## config.mk

```make
export PLATFORM = sky130hd
export DESIGN_NAME = gsgate_pipe_flat
export DESIGN_NICKNAME = d
export VERILOG_FILES = /design/src/rtl/gsgate_pipe_pkg.sv /design/src/rtl/gsgate_pipe_if.sv /design/src/rtl/gsgate_pipe_reduce.sv /design/src/rtl/gsgate_pipe.sv /design/src/flat_wrapper.sv
export SDC_FILE = /design/constraint.sdc
export NUM_CORES = 1
export LEC_CHECK = 0
export CORE_ASPECT_RATIO = 1.2
export CORE_MARGIN = 2
export CORE_UTILIZATION = 60
export CTS_BUF_LIST = sky130_fd_sc_hd__clkbuf_2
export DETAILED_ROUTE_END_ITERATION = 10
export PLACE_DENSITY = 0.88
export SYNTH_ARGS = -nofsm -noshare
export SYNTH_HDL_FRONTEND = slang
export SYNTH_SLANG_ARGS = --single-unit
```

## constraint.sdc

```tcl
create_clock -name clk -period 6.7 [get_ports clk]
set_clock_uncertainty 0.05 [all_clocks]
set_input_delay 1.005 -clock clk [delete_from_list [all_inputs] [get_ports clk]]
set_output_delay 1.005 -clock clk [all_outputs]
set_load 0.03 [all_outputs]
```

## src/rtl/gsgate_pipe_pkg.sv

```systemverilog
// Shared definitions for the gsgate pipelined logic unit:
// operation encoding and operand slicing helper.
package gsgate_pkg;

  typedef enum logic [2:0] {
    OP_AND  = 3'd0,
    OP_OR   = 3'd1,
    OP_XOR  = 3'd2,
    OP_NAND = 3'd3,
    OP_NOR  = 3'd4,
    OP_XNOR = 3'd5,
    OP_NOT  = 3'd6,
    OP_BUF  = 3'd7
  } op_e;

  // Bit offset of operand k inside a packed N*W operand bus.
  function automatic int unsigned operand_lsb(input int unsigned k, input int unsigned w);
    return k * w;
  endfunction

endpackage

```

## src/rtl/gsgate_pipe_if.sv

```systemverilog
// Handshake bundle for gsgate_pipe: input side (op/operands) and output side
// (result, change flag, change counter).
interface gsgate_pipe_if #(
  parameter int unsigned W  = 8,
  parameter int unsigned N  = 2,
  parameter int unsigned CW = 16
);
  logic           in_valid;
  logic           in_ready;
  logic [2:0]     op;
  logic [N*W-1:0] a;
  logic           out_valid;
  logic           out_ready;
  logic [W-1:0]   y;
  logic           out_changed;
  logic [CW-1:0]  change_count;

  modport master (
    output in_valid, op, a, out_ready,
    input  in_ready, out_valid, y, out_changed, change_count
  );

  modport slave (
    input  in_valid, op, a, out_ready,
    output in_ready, out_valid, y, out_changed, change_count
  );
endinterface

```

## src/rtl/gsgate_pipe_reduce.sv

```systemverilog
// Combinational bitwise reduction of N W-bit operands under a 3-bit op select.
module gsgate_reduce
  import gsgate_pkg::*;
#(
  parameter int unsigned W = 8,
  parameter int unsigned N = 2
) (
  input  logic [2:0]     op,
  input  logic [N*W-1:0] a,
  output logic [W-1:0]   y
);

  logic [W-1:0] operand [N];

  for (genvar k = 0; k < N; k++) begin : g_slice
    assign operand[k] = a[operand_lsb(k, W) +: W];
  end

  logic [W-1:0] and_r;
  logic [W-1:0] or_r;
  logic [W-1:0] xor_r;

  always_comb begin
    and_r = '1;
    or_r  = '0;
    xor_r = '0;
    for (int unsigned k = 0; k < N; k++) begin
      and_r = and_r & operand[k];
      or_r  = or_r  | operand[k];
      xor_r = xor_r ^ operand[k];
    end
  end

  always_comb begin
    y = '0;
    case (op_e'(op))
      OP_AND:  y = and_r;
      OP_OR:   y = or_r;
      OP_XOR:  y = xor_r;
      OP_NAND: y = ~and_r;
      OP_NOR:  y = ~or_r;
      OP_XNOR: y = ~xor_r;
      OP_NOT:  y = ~operand[0];
      OP_BUF:  y = operand[0];
      default: y = '0;
    endcase
  end

endmodule

```

## src/rtl/gsgate_pipe.sv

```systemverilog
// Two-stage registered logic unit with valid/ready backpressure, change
// detection against the last delivered result and a saturating change counter.
module gsgate_pipe
  import gsgate_pkg::*;
#(
  parameter int unsigned W  = 8,
  parameter int unsigned N  = 2,
  parameter int unsigned CW = 16
) (
  input  logic         clk,
  input  logic         rst,
  gsgate_pipe_if.slave bus
);

  logic           s1_valid;
  logic [2:0]     s1_op;
  logic [N*W-1:0] s1_a;
  logic           s2_valid;
  logic [W-1:0]   s2_y;
  logic           s2_changed;
  logic [W-1:0]   prev;
  logic [CW-1:0]  count;

  logic           s2_adv;
  logic           s1_adv;
  logic           in_ready;
  logic           in_hs;
  logic           out_hs;
  logic [W-1:0]   result;
  logic [W-1:0]   cmp_ref;

  gsgate_reduce #(
    .W (W),
    .N (N)
  ) u_reduce (
    .op (s1_op),
    .a  (s1_a),
    .y  (result)
  );

  assign s2_adv   = !s2_valid || bus.out_ready;
  assign s1_adv   = !s1_valid || s2_adv;
  assign in_ready = s1_adv && !rst;
  assign in_hs    = bus.in_valid && in_ready;
  assign out_hs   = s2_valid && bus.out_ready;

  // A result leaving this cycle becomes prev at the same edge, so compare to it directly.
  assign cmp_ref = out_hs ? s2_y : prev;

  always_ff @(posedge clk or posedge rst) begin
    if (rst) begin
      s1_valid   <= 1'b0;
      s1_op      <= '0;
      s1_a       <= '0;
      s2_valid   <= 1'b0;
      s2_y       <= '0;
      s2_changed <= 1'b0;
      prev       <= '0;
      count      <= '0;
    end else begin
      if (s1_adv) begin
        s1_valid <= in_hs;
        if (in_hs) begin
          s1_op <= bus.op;
          s1_a  <= bus.a;
        end
      end
      if (s2_adv) begin
        s2_valid <= s1_valid;
        if (s1_valid) begin
          s2_y       <= result;
          s2_changed <= (result != cmp_ref);
        end
      end
      if (out_hs) begin
        prev <= s2_y;
        if (s2_changed && (count != '1)) begin
          count <= count + 1'b1;
        end
      end
    end
  end

  assign bus.in_ready     = in_ready;
  assign bus.out_valid    = s2_valid;
  assign bus.y            = s2_y;
  assign bus.out_changed  = s2_changed;
  assign bus.change_count = count;

endmodule

```

## src/flat_wrapper.sv

```systemverilog
// flat-port wrapper written by rule: the top's interface ports become plain ports
module gsgate_pipe_flat import gsgate_pkg::*;
#(
  parameter int unsigned W  = 8,
  parameter int unsigned N  = 2,
  parameter int unsigned CW = 16
)
  (clk, rst, bus_in_valid, bus_op, bus_a, bus_out_ready, bus_in_ready, bus_out_valid, bus_y, bus_out_changed, bus_change_count);
  gsgate_pipe_if #(.W(W), .N(N), .CW(CW)) bus_i ();
  input  logic clk;
  input  logic rst;
  input wire logic [$bits(bus_i.in_valid)-1:0] bus_in_valid;
  input wire logic [$bits(bus_i.op)-1:0] bus_op;
  input wire logic [$bits(bus_i.a)-1:0] bus_a;
  input wire logic [$bits(bus_i.out_ready)-1:0] bus_out_ready;
  output wire logic [$bits(bus_i.in_ready)-1:0] bus_in_ready;
  output wire logic [$bits(bus_i.out_valid)-1:0] bus_out_valid;
  output wire logic [$bits(bus_i.y)-1:0] bus_y;
  output wire logic [$bits(bus_i.out_changed)-1:0] bus_out_changed;
  output wire logic [$bits(bus_i.change_count)-1:0] bus_change_count;
  assign bus_i.in_valid = bus_in_valid;
  assign bus_i.op = bus_op;
  assign bus_i.a = bus_a;
  assign bus_i.out_ready = bus_out_ready;
  assign bus_in_ready = bus_i.in_ready;
  assign bus_out_valid = bus_i.out_valid;
  assign bus_y = bus_i.y;
  assign bus_out_changed = bus_i.out_changed;
  assign bus_change_count = bus_i.change_count;
  gsgate_pipe #(.W(W), .N(N), .CW(CW)) u_core (.clk(clk), .rst(rst), .bus(bus_i));
endmodule
```

==> results of run 1 <==
flip-flops by register name (all words and copies together) (netlist names):
signal	flops
u_core.s1_op	3
u_core.bus.y	8
u_core.s1_a	16
u_core.s1_valid	1
u_core.bus.out_valid	1
u_core.bus.change_count	16
u_core.bus.out_changed	1
u_core.prev	8
through the flow:
step | total power, mW | utilization (%) | setup slack [ns] | hold WS, ns
after global routing | 1.16 | 73.3 | 3.07 | 0.507
after CTS | 1.10 | 73.3 | 3.15 | 0.478
after floorplan | 0.814 | - | 4.06 | 0.424
final | 1.09 | 73.3 | 3.15 | 0.475
after detailed placement | 0.968 | 72.4 | 3.16 | 0.449
after global placement | 0.942 | 72.4 | 3.15 | 0.429
per-layer routing:
metal  wire length [um]  share of wire [%]  vias to the layer above
li1                   -                  -                     1076
met4                 40               0.72                        0
met1               2380                 43                     1080
met3                234                4.2                        5
met5                  0                  0                        -
met2               2890                 52                       53
layout make-up:
| type | count | area, um^2 |
|---|---|---|
| well taps | 60 | 75.1 |
| fillers | 369 | 1320 |
| inverters | 21 | 78.8 |
| multi-input cells | 198 | 1580 |
| flip-flops and latches | 54 | 1350 |
| clock buffers | 6 | 30.0 |
| clock inverters | 2 | 13.8 |
| repair buffers | 49 | 490 |
worst paths after layout:
| kind | from | end | slack [ns] |
|---|---|---|---|
| worst max-delay path | bus_out_ready | bus_in_ready | 3.15 |
| worst min-delay path | u_core.bus.change_count[14] | u_core.bus.change_count[14] | 0.47 |
| worst max register to register | u_core.s1_op[1] | u_core.bus.out_changed | 3.70 |
| worst min register to register | u_core.bus.change_count[14] | u_core.bus.change_count[14] | 0.47 |
| max in group asynchronous | rst | u_core.s1_a[12] | 4.80 |
| min in group asynchronous | rst | u_core.bus.change_count[8] | 1.10 |
report_power, final:
group	total (mW)	switching [mW]	internal [mW]
registers	0.483	0.0784	0.405
logic	0.475	0.237	0.238
clock network	0.128	0.100	0.0276
total	1.09	0.415	0.670
cells in the final DEF (no fill, tap or decap), drive strengths merged, types with 4 or more instances in the layout:
cell type	synthesis	layout
dfrtp	54	54
clkdlybuf4s50	0	49
mux2	34	34
nor2	8	8
o21ai	10	10
xnor2	15	15
nand2b	17	17
xor2	6	6
clkbuf	4	6
mux2i	6	6
o21a	4	4
nor2b	5	5
nand3	6	6
a21oi	4	4
inv	21	21
ha	17	17
nand2	21	21
nand4	5	5
nor3	4	4
kinds of logic (layout without fill, tap and decap cells):
logic type / after synthesis / after routing
compound gates: 41 / 41
simple gates: 78 / 78
mux: 41 / 41
buf+inv: 31 / 78
flops: 54 / 54
xor+xnor: 21 / 21
fa+ha+maj: 17 / 17
==> run summary, run 1 <==
## Clocking
• **maximum clock insertion buffer count** 2
• **latest clock arrival within the worst-skew pair** 0.44 ns
• **hold buffer count at cts** 0
• **CTS root buf** sky130_fd_sc_hd__clkbuf_2
• **clock edge transition at the registers on the reported setup and hold paths** 0.27 ns
• **H-tree levels** 2
• **setup fix buffers added after clock tree synthesis** 0
• **CTS tree** yes
• **CTS resizes** 0
• **CTS buffer count** 5
• **number of sinks driven by the clock tree** 54

## Synthesis
• **combinational family with the most area after synthesis** multiplexers
• **register bit total from synthesis** 54
• **most frequent cell after synthesis** sky130_fd_sc_hd__dfrtp_1
• **fraction of the yosys area taken by sequential cells** 44.1%
• **area share of fa/ha/maj cells after synthesis** 6.94%
• **top-area cell type share of the netlist area** 44.1%
• **count of flip-flops with a built-in enable after synthesis** 0
• **average cell area after synthesis** 10.8 um^2
• **number of nets produced by synthesis** 323
• **leading cell types by total area after synthesis** sky130_fd_sc_hd__dfrtp_1 44%, sky130_fd_sc_hd__mux2_2 12%, sky130_fd_sc_hd__ha_1 6.9%, sky130_fd_sc_hd__xnor2_1 4.3%, sky130_fd_sc_hd__nand2b_1 3.5%
• **commonest register cell after synthesis** sky130_fd_sc_hd__dfrtp_1
• **multiplexer share of the synthesized area** 15.3%
• **parity-gate share of the synthesized area counting xor and xnor cells** 6.00%
• **fraction of registers with async set or reset after synthesis** 100%
• **leading post-synthesis cells by instance count** 54 x sky130_fd_sc_hd__dfrtp_1, 33 x sky130_fd_sc_hd__mux2_2, 21 x sky130_fd_sc_hd__inv_1, 21 x sky130_fd_sc_hd__nand2_1
• **cell count after synthesis** 283
• **count of different cell masters after synthesis** 50
• **biggest area consumer among synthesized cells** sky130_fd_sc_hd__dfrtp_1
• **total of warnings raised by yosys** 0
• **area of the mapped netlist** 0.00307 mm^2
• **complex-gate fraction of the synthesized area** 9.71%
• **synthesized-area fraction occupied by and/or/nand/nor cells** 13.6%

## Timing
• **unrepaired setup endpoints after global routing** no
• **period utilisation layout** 53.0%
• **number of setup violations in the final report** 0
• **min Tclk post-route** 3.55 ns
• **transition time at the pin with the least slew margin** 1.29 ns
• **total negative slack for setup checks** 0 ns
• **headroom to the max-slew limit** 13.8%
• **Final Hold Violating Endpoints** 0
• **fin. max-slew vios** 0
• **timing-limited maximum frequency** 0.282 GHz

## Setup path
• **crit path kind** in2out
• **worst reg-to-reg path cell count** 5
• **Largest stage delay, worst path** 0.70 ns
• **kind of start point of the critical path** input pin
• **CP Data Required Time** 5.64 ns
• **number of gates on the worst path with buffers counted** 4
• **crit-path cells** clkdlybuf4s50_1, nor2b_1, a21oi_1, clkdlybuf4s50_1
• **arrival time of data at the critical path endpoint** 2.49 ns
• **kind of cell adding the most delay to the critical path** buffers and inverters
• **cell with the largest stage delay on the worst path** sky130_fd_sc_hd__clkdlybuf4s50_1
• **worst path bufs/invs** 2
• **cell repeated most along the worst path** sky130_fd_sc_hd__clkdlybuf4s50_1
• **endpoint class of the critical path** output pin
• **maximum fanout count along the critical path** 4

## Power and ir drop
• **power density of the placed cells** 300 mW/mm^2
• **maximum ir drop on the vdd rail** 0.000153 V
• **leakage power of the design** 1.59 nW

## Placed design
• **Final GP Congestion** 0.814
• **count of input and output buffers** 49
• **detailed-placement wirelength estimate** 4.19 mm
• **# placed instances** 382
• **area after detailed placement** 0.00357 mm^2

## Global route
• **met2 Track Usage GR** 37.2%
• **overflow left after global routing** 0
• **number of antenna violations at the first check in global routing** 0
• **largest net degree at the start of global routing** 55
• **busiest metal layer after global routing** met2
• **GRT Overall Usage** 21.1%
• **GR Layer Usage met3** 4.13%
• **via count of the first global-routing pass** 2086
• **GR Util met1** 26.5%
• **wire length of the first global-routing pass** 9.55 mm

## Die
• **starting density of the core** 62.1%
• **floorplan die height** 82.3 um
• **number of top-level design ports** 50
• **horizontal die dimension** 69.3 um
• **core area** 0.00494 mm^2
• **area enclosed by the die boundary** 0.00570 mm^2
• **standard-cell row count** 28

## Layout
• **count of nets after finishing** 369
• **post-route cell area** 0.00362 mm^2
• **layout cells sized above 1** 15.5%
• **antenna diode count** 0
• **Final Non-Filler Cells** 390
• **area growth from synthesis to layout** 18.0%

## Detailed routing
• **total vias in the final route** 2214
• **post-detailed-routing wire length** 5.54 mm
• **violation count after the first detailed-routing iteration** 75
• **number of iterations in the first detailed-routing pass** 5
• **detail-routed net length per standard cell** 14.2 um
• **average via count per standard cell** 5.68
• **antenna-violating nets left** 0
• **post-route DRC violation count** 0

## Outcome
• **run status** finished, final reports clean

## Min path
• **Hold Path Class** reg2reg
• **number of cells on the worst hold path** 1

## Flow run
• **Max-Cap Viols** 0

Note: power is estimated with default switching activity, not from simulation.
==> inputs of run 2 (changes only) <==
- CORE_UTILIZATION: 60 -> 55
- PLACE_DENSITY: 0.88 -> 0.82
- clock period: 6.7 -> 3.5 ns (I/O delays scaled with it)
==> run summary, run 2 (synthesis results as in run 1) <==
## Detailed routing
• **post-detailed-routing wire length** 5.62 mm
• **post-route DRC violation count** 0
• **average via count per standard cell** 5.56
• **WL met2** 2.86 mm
• **detail-routed net length per standard cell** 14.3 um
• **violation count after the first detailed-routing iteration** 69
• **number of iterations in the first detailed-routing pass** 5
• **total vias in the final route** 2187
• **antenna-violating nets left** 0
• **sum of met3 wire segment lengths after detailed routing** 207 um
• **routed metal-1 wirelength** 2.47 mm
• **Top Layer Used** met4

## Timing
• **timing-limited maximum frequency** 0.378 GHz
• **period utilisation layout** 75.5%
• **min Tclk post-route** 2.64 ns
• **final critical-path setup slack** 0.858 ns
• **transition time at the pin with the least slew margin** 1.10 ns
• **unrepaired setup endpoints after global routing** no
• **headroom to the max-slew limit** 26.8%
• **Final Hold Violating Endpoints** 0
• **fin. max-slew vios** 0
• **total negative slack for setup checks** 0 ns
• **number of setup violations in the final report** 0

## Die
• **starting density of the core** 57.5%
• **floorplan die height** 85.8 um
• **horizontal die dimension** 72.2 um
• **standard-cell row count** 29
• **core area** 0.00533 mm^2
• **number of top-level design ports** 50
• **area enclosed by the die boundary** 0.00619 mm^2

## Clocking
• **CTS tree** yes
• **maximum clock insertion buffer count** 2
• **latest clock arrival within the worst-skew pair** 0.43 ns
• **CTS root buf** sky130_fd_sc_hd__clkbuf_2
• **CTS buffer count** 5
• **CTS resizes** 0
• **H-tree levels** 2
• **hold buffer count at cts** 0
• **clock edge transition at the registers on the reported setup and hold paths** 0.25 ns
• **number of sinks driven by the clock tree** 54
• **setup fix buffers added after clock tree synthesis** 0

## Setup path
• **kind of start point of the critical path** input pin
• **cell with the largest stage delay on the worst path** sky130_fd_sc_hd__clkdlybuf4s50_1
• **maximum fanout count along the critical path** 4
• **Largest stage delay, worst path** 0.71 ns
• **cell repeated most along the worst path** sky130_fd_sc_hd__clkdlybuf4s50_1
• **arrival time of data at the critical path endpoint** 2.07 ns
• **crit-path cells** clkdlybuf4s50_1, nor2b_1, a21oi_1, clkdlybuf4s50_1
• **CP Data Required Time** 2.92 ns
• **Worst R2R Setup Slack** 1.01 ns
• **crit path kind** in2out
• **endpoint class of the critical path** output pin

## Global route
• **overflow left after global routing** 0
• **GRT Overall Usage** 19.6%
• **via count of the first global-routing pass** 2114
• **number of antenna violations at the first check in global routing** 0
• **wire length of the first global-routing pass** 9.63 mm
• **largest net degree at the start of global routing** 55

## Placed design
• **detailed-placement wirelength estimate** 4.25 mm
• **count of input and output buffers** 49
• **# placed instances** 385
• **Final GP Congestion** 0.752
• **pre-CTS worst setup slack** 0.868 ns

## Power and ir drop
• **leakage power of the design** 1.60 nW
• **maximum ir drop on the vdd rail** 0.000360 V
• **share of total power consumed by net switching** 36.9%
• **power density of the placed cells** 590 mW/mm^2
• **portion of total power attributed to sequential cells** 42.3%
• **Switch Pwr** 0.794 mW
• **relative contribution of the clock network to total power** 14.4%
• **design internal power** 1.36 mW
• **Power Total** 2.15 mW
• **combinational fraction of design power** 43.2%

## Layout
• **most common cell after layout, fill and taps aside** sky130_fd_sc_hd__dfrtp_1
• **final cell utilization of the core** 68.4%
• **count of nets after finishing** 370
• **Final Non-Filler Cells** 393
• **antenna diode count** 0
• **layout cells sized above 1** 15.7%
• **commonest cells after routing, fill and taps aside** 54 x sky130_fd_sc_hd__dfrtp_1, 49 x sky130_fd_sc_hd__clkdlybuf4s50_1, 33 x sky130_fd_sc_hd__mux2_2
• **area growth from synthesis to layout** 19.1%

## Outcome
• **run status** finished, final reports clean

## Min path
• **Hold Path Class** reg2reg

## Flow run
• **Max-Cap Viols** 0

==> run 2: cell count changes in the layout (fill, tap and decap cells not counted), sizes merged <==
| cell | change |
|---|---|
| clkinv | -2 |
| bufinv | +1 |
| buf | +1 |
| clkbuf | +1 |
==> run 2: final cells by class <==
cell class                      count  area [um^2]
Multi-Input combinational cell    198         1580
Tap cell                           62         77.6
Timing Repair Buffer               50          498
Clock buffer                        7         35.0
Sequential cell                    54         1350
Clock inverter                      1         30.0
Inverter                           21         78.8
Fill cell                         403         1680
==> run 2: path summary, 6_finish.rpt <==
kind | start | to | cells after the start
min in group asynchronous | rst | u_core.bus.change_count[0] | 2
worst min register to register | u_core.bus.change_count[15] | u_core.bus.change_count[15] | 1
worst max-delay path | bus_out_ready | bus_in_ready | 4
max in group asynchronous | rst | u_core.s1_a[4] | 2
worst min-delay path | u_core.bus.change_count[15] | u_core.bus.change_count[15] | 1
worst max register to register | u_core.s1_op[1] | u_core.bus.out_changed | 7
==> run 2: per-stage QoR <==
step | hold slack [ns] | area [um^2]
6_report | 0.472 | 3650
5_1_grt | 0.491 | 3650
4_1_cts | 0.473 | 3650
3_5_place_dp | 0.445 | 3580
3_3_place_gp | 0.428 | 3580
2_1_floorplan | 0.424 | 3070
==> run 2: power groups by stage <==
stage	Sequential, mW	Combinational [mW]	Clock (mW)
after floorplan	1.02	0.541	0
after global placement	0.915	0.896	0
after detailed placement	0.925	0.933	0
after CTS	0.911	0.936	0.321
after global routing	0.934	1.02	0.341
final	0.911	0.930	0.310
==> run 2: worst max-delay path: cells and delay by family <==
family,cells,cell delay [ns]
AO/OA/AOI/OAI,1,0.22
buffers and inverters,2,1.24
AND/OR/NAND/NOR,1,0.08
==> run 2: per-layer routing <==
metal | GRT usage (%) | vias to the layer above
li1 | - | 1078
met3 | 3.88 | 7
met4 | 6.00 | 0
met2 | 34.6 | 50
met5 | 0 | -
met1 | 23.9 | 1052
